<file path="src/rtl/operand_read_sequencer_pkg.sv">
// Shared types for the operand read sequencer: operand slot count, FSM states
// and the per-port slot-mask type.
package opseq_pkg;
    localparam int NR_OPERANDS = 5;

    typedef enum logic [1:0] {IDLE, ISSUE, WAIT, OUT} opseq_state_e;

    // One entry per register-file port: which operand slots the port's data fills.
    typedef logic [NR_OPERANDS-1:0] opseq_map_t;
endpackage

</file>
<file path="src/rtl/operand_read_sequencer_if.sv">
// Issue-side request, register-file read and operand-output signals of the
// operand read sequencer; the sequencer uses the slave modport.
interface operand_read_sequencer_if #(
    parameter int NR_RF_PORTS   = 2,
    parameter int XLEN          = 64,
    parameter int REG_ADDR_SIZE = 5,
    parameter int TRANS_ID_BITS = 3
);
    import opseq_pkg::*;

    logic                                        req_valid_i;
    logic                                        req_ready_o;
    logic [NR_OPERANDS-1:0][REG_ADDR_SIZE-1:0]   req_rs_i;
    logic [NR_OPERANDS-1:0]                      req_rs_en_i;
    logic [TRANS_ID_BITS-1:0]                    req_trans_id_i;
    logic [NR_RF_PORTS-1:0][REG_ADDR_SIZE-1:0]   rf_raddr_o;
    logic [NR_RF_PORTS-1:0][XLEN-1:0]            rf_rdata_i;
    logic                                        op_valid_o;
    logic                                        op_ready_i;
    logic [NR_OPERANDS-1:0][XLEN-1:0]            op_data_o;
    logic [TRANS_ID_BITS-1:0]                    op_trans_id_o;

    modport slave (
        input  req_valid_i, req_rs_i, req_rs_en_i, req_trans_id_i, rf_rdata_i, op_ready_i,
        output req_ready_o, rf_raddr_o, op_valid_o, op_data_o, op_trans_id_o
    );

    modport master (
        output req_valid_i, req_rs_i, req_rs_en_i, req_trans_id_i, rf_rdata_i, op_ready_i,
        input  req_ready_o, rf_raddr_o, op_valid_o, op_data_o, op_trans_id_o
    );
endinterface

</file>
<file path="src/rtl/operand_read_sequencer_port_picker.sv">
// Combinational port assignment: lowest pending slots go to ports 0.. in order.
// Build option OPSEQ_DEDUP_EN lets pending slots with equal addresses share a port.
module opseq_port_picker
    import opseq_pkg::*;
#(
    parameter int NR_RF_PORTS   = 2,
    parameter int REG_ADDR_SIZE = 5
) (
    input  logic [NR_OPERANDS-1:0]                    i_pending,
    input  logic [NR_OPERANDS-1:0][REG_ADDR_SIZE-1:0] i_addr,
    output logic [NR_RF_PORTS-1:0][REG_ADDR_SIZE-1:0] o_port_addr,
    output opseq_map_t [NR_RF_PORTS-1:0]              o_port_map,
    output logic [NR_OPERANDS-1:0]                    o_pending_nxt
);
    always_comb begin : pick
        logic [NR_OPERANDS-1:0] v_rem;
        logic                   v_found;
        v_rem       = i_pending;
        o_port_addr = '0;
        o_port_map  = '0;
        for (int p = 0; p < NR_RF_PORTS; p++) begin
            v_found = 1'b0;
            for (int s = 0; s < NR_OPERANDS; s++) begin
                if (!v_found && v_rem[s]) begin
                    v_found          = 1'b1;
                    o_port_addr[p]   = i_addr[s];
                    o_port_map[p][s] = 1'b1;
                    v_rem[s]         = 1'b0;
                end
            end
`ifdef OPSEQ_DEDUP_EN
            // Remaining pending slots reading the same register ride on this port.
            if (v_found) begin
                for (int s = 0; s < NR_OPERANDS; s++) begin
                    if (v_rem[s] && (i_addr[s] == o_port_addr[p])) begin
                        o_port_map[p][s] = 1'b1;
                        v_rem[s]         = 1'b0;
                    end
                end
            end
`endif
        end
        o_pending_nxt = v_rem;
    end
endmodule

</file>
<file path="src/rtl/operand_read_sequencer.sv">
// Operand read sequencer: multiplexes up to five source reads over NR_RF_PORTS
// synchronous register-file ports. Optional build macro: OPSEQ_DEDUP_EN.
module operand_read_sequencer
    import opseq_pkg::*;
#(
    parameter int NR_RF_PORTS   = 2,
    parameter int XLEN          = 64,
    parameter int REG_ADDR_SIZE = 5,
    parameter int TRANS_ID_BITS = 3
) (
    input  logic                     clk_i,
    input  logic                     rst_i,
    input  logic                     flush_i,
    output logic                     busy_o,
    operand_read_sequencer_if.slave  bus
);
    opseq_state_e                               r_state, w_state_nxt;
    logic [NR_OPERANDS-1:0][REG_ADDR_SIZE-1:0]  r_rs;
    logic [TRANS_ID_BITS-1:0]                   r_trans_id;
    logic [NR_OPERANDS-1:0]                     r_pending, w_pending_acc, w_pending_nxt;
    opseq_map_t [NR_RF_PORTS-1:0]               r_map_p1, w_port_map;
    logic [NR_RF_PORTS-1:0][REG_ADDR_SIZE-1:0]  w_port_addr;
    logic [NR_OPERANDS-1:0][XLEN-1:0]           r_buf;
    logic                                       w_accept;

    // x0 reads are never issued; the cleared buffer already supplies their zero.
    always_comb begin
        w_pending_acc = '0;
        for (int s = 0; s < NR_OPERANDS; s++)
            w_pending_acc[s] = bus.req_rs_en_i[s] & (bus.req_rs_i[s] != '0);
    end

    assign bus.req_ready_o = (r_state == IDLE) & ~flush_i & ~rst_i;
    assign w_accept        = bus.req_valid_i & bus.req_ready_o;

    opseq_port_picker #(
        .NR_RF_PORTS   (NR_RF_PORTS),
        .REG_ADDR_SIZE (REG_ADDR_SIZE)
    ) u_picker (
        .i_pending     (r_pending),
        .i_addr        (r_rs),
        .o_port_addr   (w_port_addr),
        .o_port_map    (w_port_map),
        .o_pending_nxt (w_pending_nxt)
    );

    always_comb begin
        w_state_nxt = r_state;
        if (flush_i) begin
            w_state_nxt = IDLE;
        end else begin
            case (r_state)
                IDLE:    if (w_accept) w_state_nxt = (w_pending_acc != '0) ? ISSUE : OUT;
                ISSUE:   if (w_pending_nxt == '0) w_state_nxt = WAIT;
                WAIT:    w_state_nxt = OUT;
                OUT:     if (bus.op_ready_i) w_state_nxt = IDLE;
                default: w_state_nxt = IDLE;
            endcase
        end
    end

    always_ff @(posedge clk_i or posedge rst_i) begin
        if (rst_i) r_state <= IDLE;
        else       r_state <= w_state_nxt;
    end

    // Issue stage -> return stage: r_map_p1 steers next cycle's read data.
    always_ff @(posedge clk_i or posedge rst_i) begin
        if (rst_i) begin
            r_rs       <= '0;
            r_trans_id <= '0;
            r_pending  <= '0;
            r_map_p1   <= '0;
            r_buf      <= '0;
        end else if (flush_i) begin
            r_pending <= '0;
            r_map_p1  <= '0;
        end else if (w_accept) begin
            r_rs       <= bus.req_rs_i;
            r_trans_id <= bus.req_trans_id_i;
            r_pending  <= w_pending_acc;
            r_map_p1   <= '0;
            r_buf      <= '0;
        end else begin
            if (r_state == ISSUE) begin
                r_pending <= w_pending_nxt;
                r_map_p1  <= w_port_map;
            end else begin
                r_map_p1  <= '0;
            end
            for (int p = 0; p < NR_RF_PORTS; p++)
                for (int s = 0; s < NR_OPERANDS; s++)
                    if (r_map_p1[p][s]) r_buf[s] <= bus.rf_rdata_i[p];
        end
    end

    assign bus.rf_raddr_o    = (r_state == ISSUE) ? w_port_addr : '0;
    assign bus.op_valid_o    = (r_state == OUT);
    assign bus.op_data_o     = r_buf;
    assign bus.op_trans_id_o = r_trans_id;
    assign busy_o            = (r_state != IDLE);
endmodule

</file>
<file path="src/flat_wrapper.sv">
// flat-port wrapper written by rule: the top's interface ports become plain ports
module operand_read_sequencer_flat import opseq_pkg::*;
#(
    parameter int NR_RF_PORTS   = 2,
    parameter int XLEN          = 64,
    parameter int REG_ADDR_SIZE = 5,
    parameter int TRANS_ID_BITS = 3
)
  (clk_i, rst_i, flush_i, busy_o, bus_req_valid_i, bus_req_rs_i, bus_req_rs_en_i, bus_req_trans_id_i, bus_rf_rdata_i, bus_op_ready_i, bus_req_ready_o, bus_rf_raddr_o, bus_op_valid_o, bus_op_data_o, bus_op_trans_id_o);
  operand_read_sequencer_if #(.NR_RF_PORTS(NR_RF_PORTS), .XLEN(XLEN), .REG_ADDR_SIZE(REG_ADDR_SIZE), .TRANS_ID_BITS(TRANS_ID_BITS)) bus_i ();
  input  logic clk_i;
  input  logic rst_i;
  input  logic flush_i;
  output logic busy_o;
  input wire logic [$bits(bus_i.req_valid_i)-1:0] bus_req_valid_i;
  input wire logic [$bits(bus_i.req_rs_i)-1:0] bus_req_rs_i;
  input wire logic [$bits(bus_i.req_rs_en_i)-1:0] bus_req_rs_en_i;
  input wire logic [$bits(bus_i.req_trans_id_i)-1:0] bus_req_trans_id_i;
  input wire logic [$bits(bus_i.rf_rdata_i)-1:0] bus_rf_rdata_i;
  input wire logic [$bits(bus_i.op_ready_i)-1:0] bus_op_ready_i;
  output wire logic [$bits(bus_i.req_ready_o)-1:0] bus_req_ready_o;
  output wire logic [$bits(bus_i.rf_raddr_o)-1:0] bus_rf_raddr_o;
  output wire logic [$bits(bus_i.op_valid_o)-1:0] bus_op_valid_o;
  output wire logic [$bits(bus_i.op_data_o)-1:0] bus_op_data_o;
  output wire logic [$bits(bus_i.op_trans_id_o)-1:0] bus_op_trans_id_o;
  assign bus_i.req_valid_i = bus_req_valid_i;
  assign bus_i.req_rs_i = bus_req_rs_i;
  assign bus_i.req_rs_en_i = bus_req_rs_en_i;
  assign bus_i.req_trans_id_i = bus_req_trans_id_i;
  assign bus_i.rf_rdata_i = bus_rf_rdata_i;
  assign bus_i.op_ready_i = bus_op_ready_i;
  assign bus_req_ready_o = bus_i.req_ready_o;
  assign bus_rf_raddr_o = bus_i.rf_raddr_o;
  assign bus_op_valid_o = bus_i.op_valid_o;
  assign bus_op_data_o = bus_i.op_data_o;
  assign bus_op_trans_id_o = bus_i.op_trans_id_o;
  operand_read_sequencer #(.NR_RF_PORTS(NR_RF_PORTS), .XLEN(XLEN), .REG_ADDR_SIZE(REG_ADDR_SIZE), .TRANS_ID_BITS(TRANS_ID_BITS)) u_core (.clk_i(clk_i), .rst_i(rst_i), .flush_i(flush_i), .busy_o(busy_o), .bus(bus_i));
endmodule
</file>
<file path="config.mk">
export PLATFORM = sky130hd
export DESIGN_NAME = operand_read_sequencer_flat
export DESIGN_NICKNAME = d
export VERILOG_FILES = /design/src/rtl/operand_read_sequencer_pkg.sv /design/src/rtl/operand_read_sequencer_if.sv /design/src/rtl/operand_read_sequencer_port_picker.sv /design/src/rtl/operand_read_sequencer.sv /design/src/flat_wrapper.sv
export SDC_FILE = /design/constraint.sdc
export NUM_CORES = 1
export LEC_CHECK = 0
export CAP_MARGIN = 20
export CORE_ASPECT_RATIO = 1.5
export CORE_MARGIN = 1
export CORE_UTILIZATION = 43
export DETAILED_ROUTE_END_ITERATION = 10
export PLACE_DENSITY = 0.73
export REMOVE_ABC_BUFFERS = 1
export SLEW_MARGIN = 20
export SYNTH_ARGS = -nofsm -noshare
export SYNTH_HDL_FRONTEND = slang
export SYNTH_SLANG_ARGS = --single-unit
</file>
<file path="constraint.sdc">
create_clock -name clk_i -period 11 [get_ports clk_i]
set_input_delay 1.65 -clock clk_i [delete_from_list [all_inputs] [get_ports clk_i]]
set_output_delay 1.65 -clock clk_i [all_outputs]
set_load 0.005 [all_outputs]
</file>
==> results of run 1 <==
-- flip-flops by register name, indices dropped and copies added, names as in the netlist --
register	count
u_core.bus.op_trans_id_o	3
u_core.r_rs	25
u_core.r_state	2
u_core.bus.op_data_o	320
u_core.r_pending	5
u_core.r_map_p1	9
-- per-stage QoR --
stage / setup TNS (ps) / setup slack [ps] / std cells
floorplan: -528870 / -2010 / 1414
global placement: 0 / 5230 / 2431
detailed placement: 0 / 5090 / 2431
CTS: 0 / 5650 / 2492
global route: 0 / 5420 / 2495
finish: 0 / 5680 / 2495
-- worst reg2reg max path: stages, from the launching register on --
cell and delay [ps]:
dfrtp_1 420, inv_1 120, ha_1 240, and4bb_4 670, buf_4 840, buf_4 880, o22ai_1 270, a31oi_1 400
nor2_1 100, a311oi_1 260
-- area by class of cell --
type | count | area [sq um]
Fill cell | 3210 | 15300
Clock buffer | 54 | 1080
Tap cell | 495 | 619
Antenna cell | 3 | 7.51
Inverter | 12 | 52.6
Sequential cell | 364 | 9120
Timing Repair Buffer | 522 | 5190
Multi-Input combinational cell | 1038 | 6980
Clock inverter | 7 | 66.3
-- worst paths after layout --
| path | from | to | slack, ps | cells past startpoint |
|---|---|---|---|---|
| setup / recovery | rst_i | u_core.r_state[1] | 5680 | 8 |
| hold / removal | u_core.bus.op_data_o[168] | u_core.bus.op_data_o[168] | 470 | 2 |
| hold reg to reg | u_core.bus.op_data_o[168] | u_core.bus.op_data_o[168] | 470 | 2 |
| setup reg to reg | u_core.r_state[1] | u_core.r_state[1] | 6720 | 9 |
| min in group asynchronous | rst_i | u_core.r_state[1] | 1760 | 2 |
| max in group asynchronous | rst_i | u_core.bus.op_data_o[154] | 7770 | 3 |
-- metal layers --
metal | global-route usage | routed length, um | vias up
li1 | - | - | 6412
met1 | 0.355 | 22700 | 7060
met2 | 0.503 | 29600 | 584
met3 | 0.0483 | 3450 | 129
met4 | 0.147 | 2810 | 2
met5 | 0 | 13 | -
-- report_power, final --
part / leakage (uW) / internal (uW) / switching [uW]
Clock: 0.000564 / 701 / 522
Combinational: 0.00401 / 939 / 713
Sequential: 0.00479 / 1770 / 274
Total: 0.00937 / 3410 / 1510
-- kinds of logic (layout without fill, tap and decap cells) --
logic type	Yosys count	count (layout)	share of synthesized area
other	0	3	0
adders and majority gates	5	5	0.00374
AOI/OAI and AO/OA	384	384	0.164
DFF	364	364	0.544
and+or+nand+nor	394	394	0.0936
muxes	254	254	0.152
buffers and inverters	144	595	0.0416
xor gates and xnor gates	1	1	0.000523
-- synthesized netlist by cell type, types with 7 or more instances --
cell type / count / area, sq um
o21ai_0: 7 / 35.0
o31ai_1: 176 / 1320
mux2i_1: 254 / 2540
a22o_1: 66 / 578
o21ai_1: 98 / 490
buf_4: 9 / 67.6
dfrtp_1: 364 / 9110
buf_6: 7 / 78.8
nor2_1: 14 / 52.6
buf_2: 56 / 280
clkbuf_1: 50 / 188
nand2_1: 354 / 1330
inv_1: 12 / 45.0
buf_1: 10 / 37.5
==> summary.txt, run 1 <==
Most common cell after layout, fill and taps aside: clkdlybuf4s50_1
Share of layout cells above drive strength 1: 0.0441
Actual slew at the worst max-slew pin: 1120 ps
Post-Place Cell Area: 22000 sq um
FP Rows: 88
Die H: 244 um
Worst-path cell chain: clkdlybuf4s50_1, and4bb_4, buf_4, buf_4, o22ai_1, a31oi_1, nor2_1, a311oi_1
Max stage delay on crit path: 860 ps
Final period util: 0.483
Max-Cap Viols: 0
Syn avg cell area: 10.8 sq um
Outcome: completed
Crit-path slowest cell: buf_4
Setup crit start kind: input port
First-pass GRT wire length: 88900 um
Ys flop type: dfrtp_1
Area grow syn2layout: 38.1%
Post-synth ARST share: 1.00
CTS clock-pin slew for the worst setup and hold paths: 70 ps
Vias in the first global route: 14.5k
Delay-heaviest family, CP: buffers and inverters
Port buffer count: 501
DRT Pass-1 Iters: 5
Pwr dens: 213 nW/um^2
GRT Overall Usage: 0.294
Yosys Warn Count: 0
# hold bufs at CTS: 0
Pin count of the biggest net entering global routing: 162
Endpoints failing hold: 0
Max clock buf depth: 3
CTS tree: yes
CP endpoint kind: register
Die width: 163 um
Tmin final: 5320 ps
Wirelength per Cell: 23.5 um
Worst-Skew Late Latency: 520 ps
WS Path Type: in2reg
Num CTS Buffers: 36
CP bufs+invs: 3
Clock root cell: clkbuf_16
Clock Sink Count: 364
Number of antenna violations at the first check in global routing: 4
Setup Viol. Count Final: 0
Core footprint: 38400 sq um
Synth cell types: 45
Sequential element share of the synthesized area: 0.544
H-tree depth: 2
Required arrival time at the worst endpoint: 11430 ps
Ports: 502
Worst Hold Margin: 474 ps
Final Routed Wirelength: 58500 um
Unrepaired setup endpoints after global routing: false
Design area: 23100 sq um
DRC violation count after routing: 0
Synthesized area: 16700 sq um
Antenna Nets Post-Route: 0
Clk_skew: 13.8 ps
Peak Freq: 188 MHz
Max_slew headroom: 0.249
Initial Util: 0.436
IR drop worst, VDD: 137 uV
Dpl hpwl: 39100 um
RePlAce Congestion: 0.905
Post_cts resized: 0
Arr. time, crit path: 5740 ps
Via Count: 14.2k
Finished Core Util: 0.602
Number of vias per cell: 5.69
Die area: 39700 sq um
DR iter-0 viols: 1363
Pleak: 0.00937 uW
Worst path most repeated cell: buf_4
#FFs+latches synth: 364
Number of flops mapped to enable cells by yosys: 0
Most frequent cells in the layout: 501 x clkdlybuf4s50_1, 360 x dfrtp_1, 354 x nand2_1
Critical-path maximum fanout: 93
Final nets: 2145
Total Power: 4920 uW
Final Max Slew Viols: 0
Cell count after synthesis: 1546
Worst min-delay path class: reg2reg
Post-CTS Setup Bufs: 0
Gr ovfl total: 0
Power figures use the tool's default switching activity.
==> inputs of run 2 (changes only) <==
- clock period: 11 -> 4.7 ns (I/O delays scaled with it)
==> run 2 against run 1 <==
Net effect: worst hold slack barely moved; via count rose by 0.61%; sequential share of layout area fell by 0.34 points; combinational power rose by 130%; die area did not move; count of clock-buffer cells in the layout fell by 2; cell count rose by 0.24%; total power rose by 140%; register-to-register slack got worse by 4900 ps; final area rose by 0.87%; highest routed layer unchanged.
==> summary.txt, run 2 (synthesis results as in run 1) <==
Outcome: completed (unchanged)
Setup crit start kind: register (was input port)
CTS tree: yes (unchanged)
Die area: 39700 sq um (unchanged)
Most frequent cells in the layout: 501 x clkdlybuf4s50_1, 360 x dfrtp_1, 354 x nand2_1 (unchanged)
Worst-Skew Late Latency: 520 ps (about the same)
Share of layout cells above drive strength 1: 0.0474 (was 0.0441)
Pleak: 0.00945 uW (was 0.00937 uW)
Unrepaired setup endpoints after global routing: false (unchanged)
Max reg flops: 320 (unchanged)
Endpoints failing hold: 0 (unchanged)
Max-Cap Viols: 0 (unchanged)
Tmin final: 3730 ps
Post-CTS Setup Bufs: 0 (unchanged)
WS Path Type: reg2out (was in2reg)
Dpl cells: 2436 (was 2431)
Setup slack after layout: 972 ps (was 5680 ps)
First-pass GRT wire length: 88500 um (was 88900 um)
Clock root cell: clkbuf_16 (unchanged)
Setup tns final: 0 ps (unchanged)
Antenna Nets Post-Route: 0 (unchanged)
H-tree depth: 2 (unchanged)
Clock Sink Count: 364 (unchanged)
Setup Viol. Count Final: 0 (unchanged)
Total Power: 11700 uW (was 4920 uW)
Worst Hold Margin: 474 ps (about the same)
Core footprint: 38400 sq um (unchanged)
Actual slew at the worst max-slew pin: 980 ps (was 1120 ps)
DR iter-0 viols: 1172 (was 1363)
Via Count: 14.3k (was 14.2k)
Final Routed Wirelength: 58700 um (was 58500 um)
Critical-path maximum fanout: 23 (was 93)
Post_cts resized: 0 (unchanged)
Pre-CTS setup slack: 1230 ps (was 5090 ps)
Number of vias per cell: 5.71 (was 5.69)
Die H: 244 um (unchanged)
Vias in the first global route: 14.4k (was 14.5k)
Peak Freq: 268 MHz
GRT Overall Usage: 0.294 (about the same)
Most common cell after layout, fill and taps aside: clkdlybuf4s50_1 (unchanged)
Pwr dens: 500 nW/um^2 (was 213 nW/um^2)
Area grow syn2layout: 39.3% (was 38.1%)
Worst min-delay path class: reg2reg (unchanged)
Ports: 502 (unchanged)
Arr. time, crit path: 3020 ps (was 5740 ps)
Num CTS Buffers: 37 (was 36)
FP Rows: 88 (unchanged)
Max clock buf depth: 3 (unchanged)
Final std cells w/o fill: 2501 (was 2495)
Dpl hpwl: 39900 um (was 39100 um)
Number of antenna violations at the first check in global routing: 4 (unchanged)
DRC violation count after routing: 0 (unchanged)
RePlAce Congestion: 0.901 (was 0.905)
Final Max Slew Viols: 0 (unchanged)
Pin count of the biggest net entering global routing: 165 (was 162)
Clk_skew: 11.0 ps (was 13.8 ps)
Port buffer count: 501 (unchanged)
Gr ovfl total: 0 (unchanged)
Final period util: 0.793
Die width: 163 um (unchanged)
Final nets: 2151 (was 2145)
Required arrival time at the worst endpoint: 3990 ps (was 11430 ps)
CP endpoint kind: primary output (was register)
Wirelength per Cell: 23.5 um (about the same)
# hold bufs at CTS: 0 (unchanged)
Max_slew headroom: 0.347 (was 0.249)
DRT Pass-1 Iters: 5 (unchanged)
Initial Util: 0.436 (unchanged)
IR drop worst, VDD: 287 uV (was 137 uV)
CTS clock-pin slew for the worst setup and hold paths: 70 ps (about the same)
[run 2: cell types whose count changed in the layout (fill, tap and decap cells not counted)]
cell | before | now
buf_16 | 0 | 1
clkbuf_1 | 8 | 7
clkinvlp_4 | 1 | 4
clkbuf_8 | 9 | 8
buf_4 | 19 | 18
buf_12 | 1 | 6
clkinv_2 | 4 | 1
bufinv_16 | 1 | 4
[run 2: worst paths after layout]
kind | from | to | slack (ps) | cells after the start
max | u_core.r_pending[0] | bus_rf_raddr_o[6] | 970 | 6
min | u_core.bus.op_data_o[132] | u_core.bus.op_data_o[132] | 470 | 2
max reg2reg | u_core.r_state[0] | u_core.r_state[0] | 1850 | 8
min reg2reg | u_core.bus.op_data_o[132] | u_core.bus.op_data_o[132] | 470 | 2
max in group asynchronous | rst_i | u_core.bus.op_data_o[28] | 2680 | 3
min in group asynchronous | rst_i | u_core.bus.op_data_o[190] | 740 | 2
[run 2: final cells by class]
cell class / instances / area [sq um]
flip-flops and latches: 364 / 9120
well taps: 495 / 619
fillers: 3153 / 15100
repair buffers: 527 / 5310
clock buffers: 52 / 1060
multi-input cells: 1038 / 6980
inverters: 12 / 52.6
diodes: 3 / 7.51
clock inverters: 10 / 164
[run 2: per-layer routing]
layer | up-vias | GRT usage | wire (um)
met2 | 639 | 0.508 | 29800
met3 | 144 | 0.0376 | 3290
met4 | 2 | 0.132 | 2730
met1 | 7073 | 0.363 | 22900
li1 | 6416 | - | -
met5 | - | 0 | 13
[run 2: stage by stage]
| stage | instance area (sq um) | util |
|---|---|---|
| floorplan | 16100 | - |
| CTS | 23300 | 0.606 |
| detailed placement | 22100 | 0.575 |
| global placement | 22100 | 0.574 |
| finish | 23300 | 0.607 |
| global route | 23300 | 0.607 |
[run 2: worst max-delay path, stage by stage (launching register included)]
cell             delay, ps
dfrtp_1                800
xor2_1                 340
o21ai_1                100
o21ai_1                170
and3_1                 300
o2bb2ai_1              230
clkdlybuf4s50_1        580
[run 2: power breakdown]
part	internal [uW]	total (uW)	switching, uW
logic	2210	3830	1620
clock network	1790	3030	1230
registers	4140	4800	654
total	8140	11700	3510
==> inputs of run 3 (changes only) <==
- clock period: 4.7 -> 3.1 ns (I/O delays scaled with it)
==> run 3 against run 2 <==
Net effect: count of clock-buffer cells in the layout grew 4; non-clock buffer count rose by 10; sequential power grew 52%; register-to-register slack worse by 1200 ps; sequential share of layout area decreased by 0.30 points; global-route usage rose by 0.36 points; clock power is 52% higher; utilization grew 0.50 points; die area is the same; sequential cell count stayed put; combinational power up 53%; clock skew is 4.5 ps higher; critical path type unchanged.
==> summary.txt, run 3 (synthesis results as in run 1) <==
# hold bufs at CTS: 0 (unchanged)
Dpl hpwl: 39800 um (was 39900 um)
Most common cell after layout, fill and taps aside: clkdlybuf4s50_1 (unchanged)
Max reg flops: 320 (unchanged)
Final period util: 0.958
Actual slew at the worst max-slew pin: 1090 ps (was 980 ps)
Core footprint: 38400 sq um (unchanged)
Crit-path slowest cell: dfrtp_2 (was dfrtp_1)
RePlAce Congestion: 0.915 (was 0.901)
Tmin final: 2970 ps
Ports: 502 (unchanged)
CP bufs+invs: 1 (unchanged)
CTS clock-pin slew for the worst setup and hold paths: 60 ps (was 70 ps)
Die H: 244 um (unchanged)
DRT Pass-1 Iters: 5 (unchanged)
Max-Cap Viols: 0 (unchanged)
Area grow syn2layout: 40.5% (was 39.3%)
Final nets: 2161 (was 2151)
Wirelength per Cell: 23.7 um (was 23.5 um)
Outcome: completed (unchanged)
Final Routed Wirelength: 59400 um (was 58700 um)
Peak Freq: 337 MHz
Pwr dens: 755 nW/um^2 (was 500 nW/um^2)
Worst min-delay path class: in2async (was reg2reg)
Delay-heaviest family, CP: compound AO/OA/AOI/OAI gates (was flip-flops)
Critical-path maximum fanout: 8 (was 23)
Clock Sink Count: 364 (unchanged)
Max_slew headroom: 0.272 (was 0.347)
Worst-path cell chain: or2_1, nand2_1, o211a_4, a222oi_1, o2bb2ai_1, clkdlybuf4s50_1 (was xor2_1, o21ai_1, o21ai_1, and3_1, o2bb2ai_1, clkdlybuf4s50_1)
Pin count of the biggest net entering global routing: 159 (was 165)
Num CTS Buffers: 37 (unchanged)
Port buffer count: 501 (unchanged)
Final Max Slew Viols: 0 (unchanged)
DRC violation count after routing: 0 (unchanged)
Clk_skew: 15.5 ps (was 11.0 ps)
Pre-CTS setup slack: 356 ps (was 1230 ps)
Die width: 163 um (unchanged)
Antenna Nets Post-Route: 0 (unchanged)
Clock root cell: clkbuf_16 (unchanged)
Setup crit start kind: register (unchanged)
Gr ovfl total: 0 (unchanged)
Vias in the first global route: 14.7k (was 14.4k)
Setup Viol. Count Final: 0 (unchanged)
H-tree depth: 2 (unchanged)
Arr. time, crit path: 2510 ps (was 3020 ps)
Required arrival time at the worst endpoint: 2630 ps (was 3990 ps)
First-pass GRT wire length: 89800 um (was 88500 um)
Pleak: 0.00954 uW (was 0.00945 uW)
IR drop worst, VDD: 463 uV (was 287 uV)
Number of antenna violations at the first check in global routing: 3 (was 4)
Setup slack after layout: 130 ps (was 972 ps)
GRT Overall Usage: 0.297 (was 0.294)
FP Rows: 88 (unchanged)
WS Path Type: reg2out (unchanged)
Most frequent cells in the layout: 500 x clkdlybuf4s50_1, 357 x dfrtp_1, 354 x nand2_1 (was 501 x clkdlybuf4s50_1, 360 x dfrtp_1, 354 x nand2_1)
Max stage delay on crit path: 470 ps (was 800 ps)
Worst R2R Setup Slack: 680 ps (was 1850 ps)
CTS tree: yes (unchanged)
CP endpoint kind: primary output (unchanged)
Via Count: 14.4k (was 14.3k)
Number of vias per cell: 5.74 (was 5.71)
Max clock buf depth: 3 (unchanged)
Worst-Skew Late Latency: 530 ps (was 520 ps)
DR iter-0 viols: 1043 (was 1172)
Worst Hold Margin: 311 ps (was 474 ps)
Share of layout cells above drive strength 1: 0.0551 (was 0.0474)
Die area: 39700 sq um (unchanged)
Endpoints failing hold: 0 (unchanged)
Initial Util: 0.436 (unchanged)
==> run 3: cell types whose count changed in the layout (fill, tap and decap cells not counted), moves of 2 or more <==
cell and change:
buf_12 +9, clkbuf_1 +4, clkinv_2 +3, clkinvlp_4 -3, dfrtp_1 -3, dfrtp_2 +3
buf_4 +2, clkbuf_16 +2, clkbuf_8 -2
==> run 3: tightest hold or removal path, cell delays in order <==
cell and delay (ps):
clkdlybuf4s50_1 420, buf_4 170, inv_8 150
==> run 3: area by class of cell <==
class	count	area, sq um
diodes	2	5.00
clock buffers	56	1100
well taps	495	619
flip-flops and latches	364	9130
clock inverters	9	126
fillers	3151	14900
repair buffers	537	5470
inverters	12	52.6
multi-input cells	1038	7010
==> run 3: power by group <==
part | leakage, uW | total, uW | switching, uW | internal [uW]
Sequential | 0.00478 | 7290 | 1000 | 6280
Combinational | 0.00416 | 5870 | 2500 | 3380
Clock | 0.000599 | 4600 | 1890 | 2700
Total | 0.00954 | 17800 | 5390 | 12400
==> run 3: layer usage <==
layer,vias up,track usage,wire length (um)
met5,-,0,13
met4,2,0.167,3290
met3,176,0.0545,3720
met2,651,0.500,29700
met1,7167,0.355,22700
li1,6426,-,-
==> run 3: repair_timing <==
item,4_1_cts,5_1_grt
resized for setup,3,6
endpoints found under the setup margin,10,9
pin swaps,1,2
setup buffers,2,1
==> run 3: through the flow <==
step	cell area [sq um]	total power, uW	TNS [ps]	std cells	util
after global placement	22200	13100	0	2443	0.578
after floorplan	16100	9060	-4799170	1414	-
after detailed placement	22200	13200	0	2443	0.578
after CTS	23500	17900	0	2510	0.611
after global routing	23500	18600	-2.44	2513	0.612
final	23500	17800	0	2513	0.612
==> run 3: path summary, 6_finish.rpt <==
| path | start | to | depth (start not counted) |
|---|---|---|---|
| worst max-delay path | u_core.r_pending[1] | bus_rf_raddr_o[5] | 6 |
| worst min-delay path | rst_i | u_core.r_pending[4] | 3 |
| worst max register to register | u_core.r_state[0] | u_core.bus.op_data_o[166] | 5 |
| worst min register to register | u_core.bus.op_data_o[68] | u_core.bus.op_data_o[68] | 2 |
| max in group asynchronous | rst_i | u_core.bus.op_data_o[195] | 5 |
| min in group clk_i | u_core.bus.op_data_o[68] | u_core.bus.op_data_o[68] | 2 |
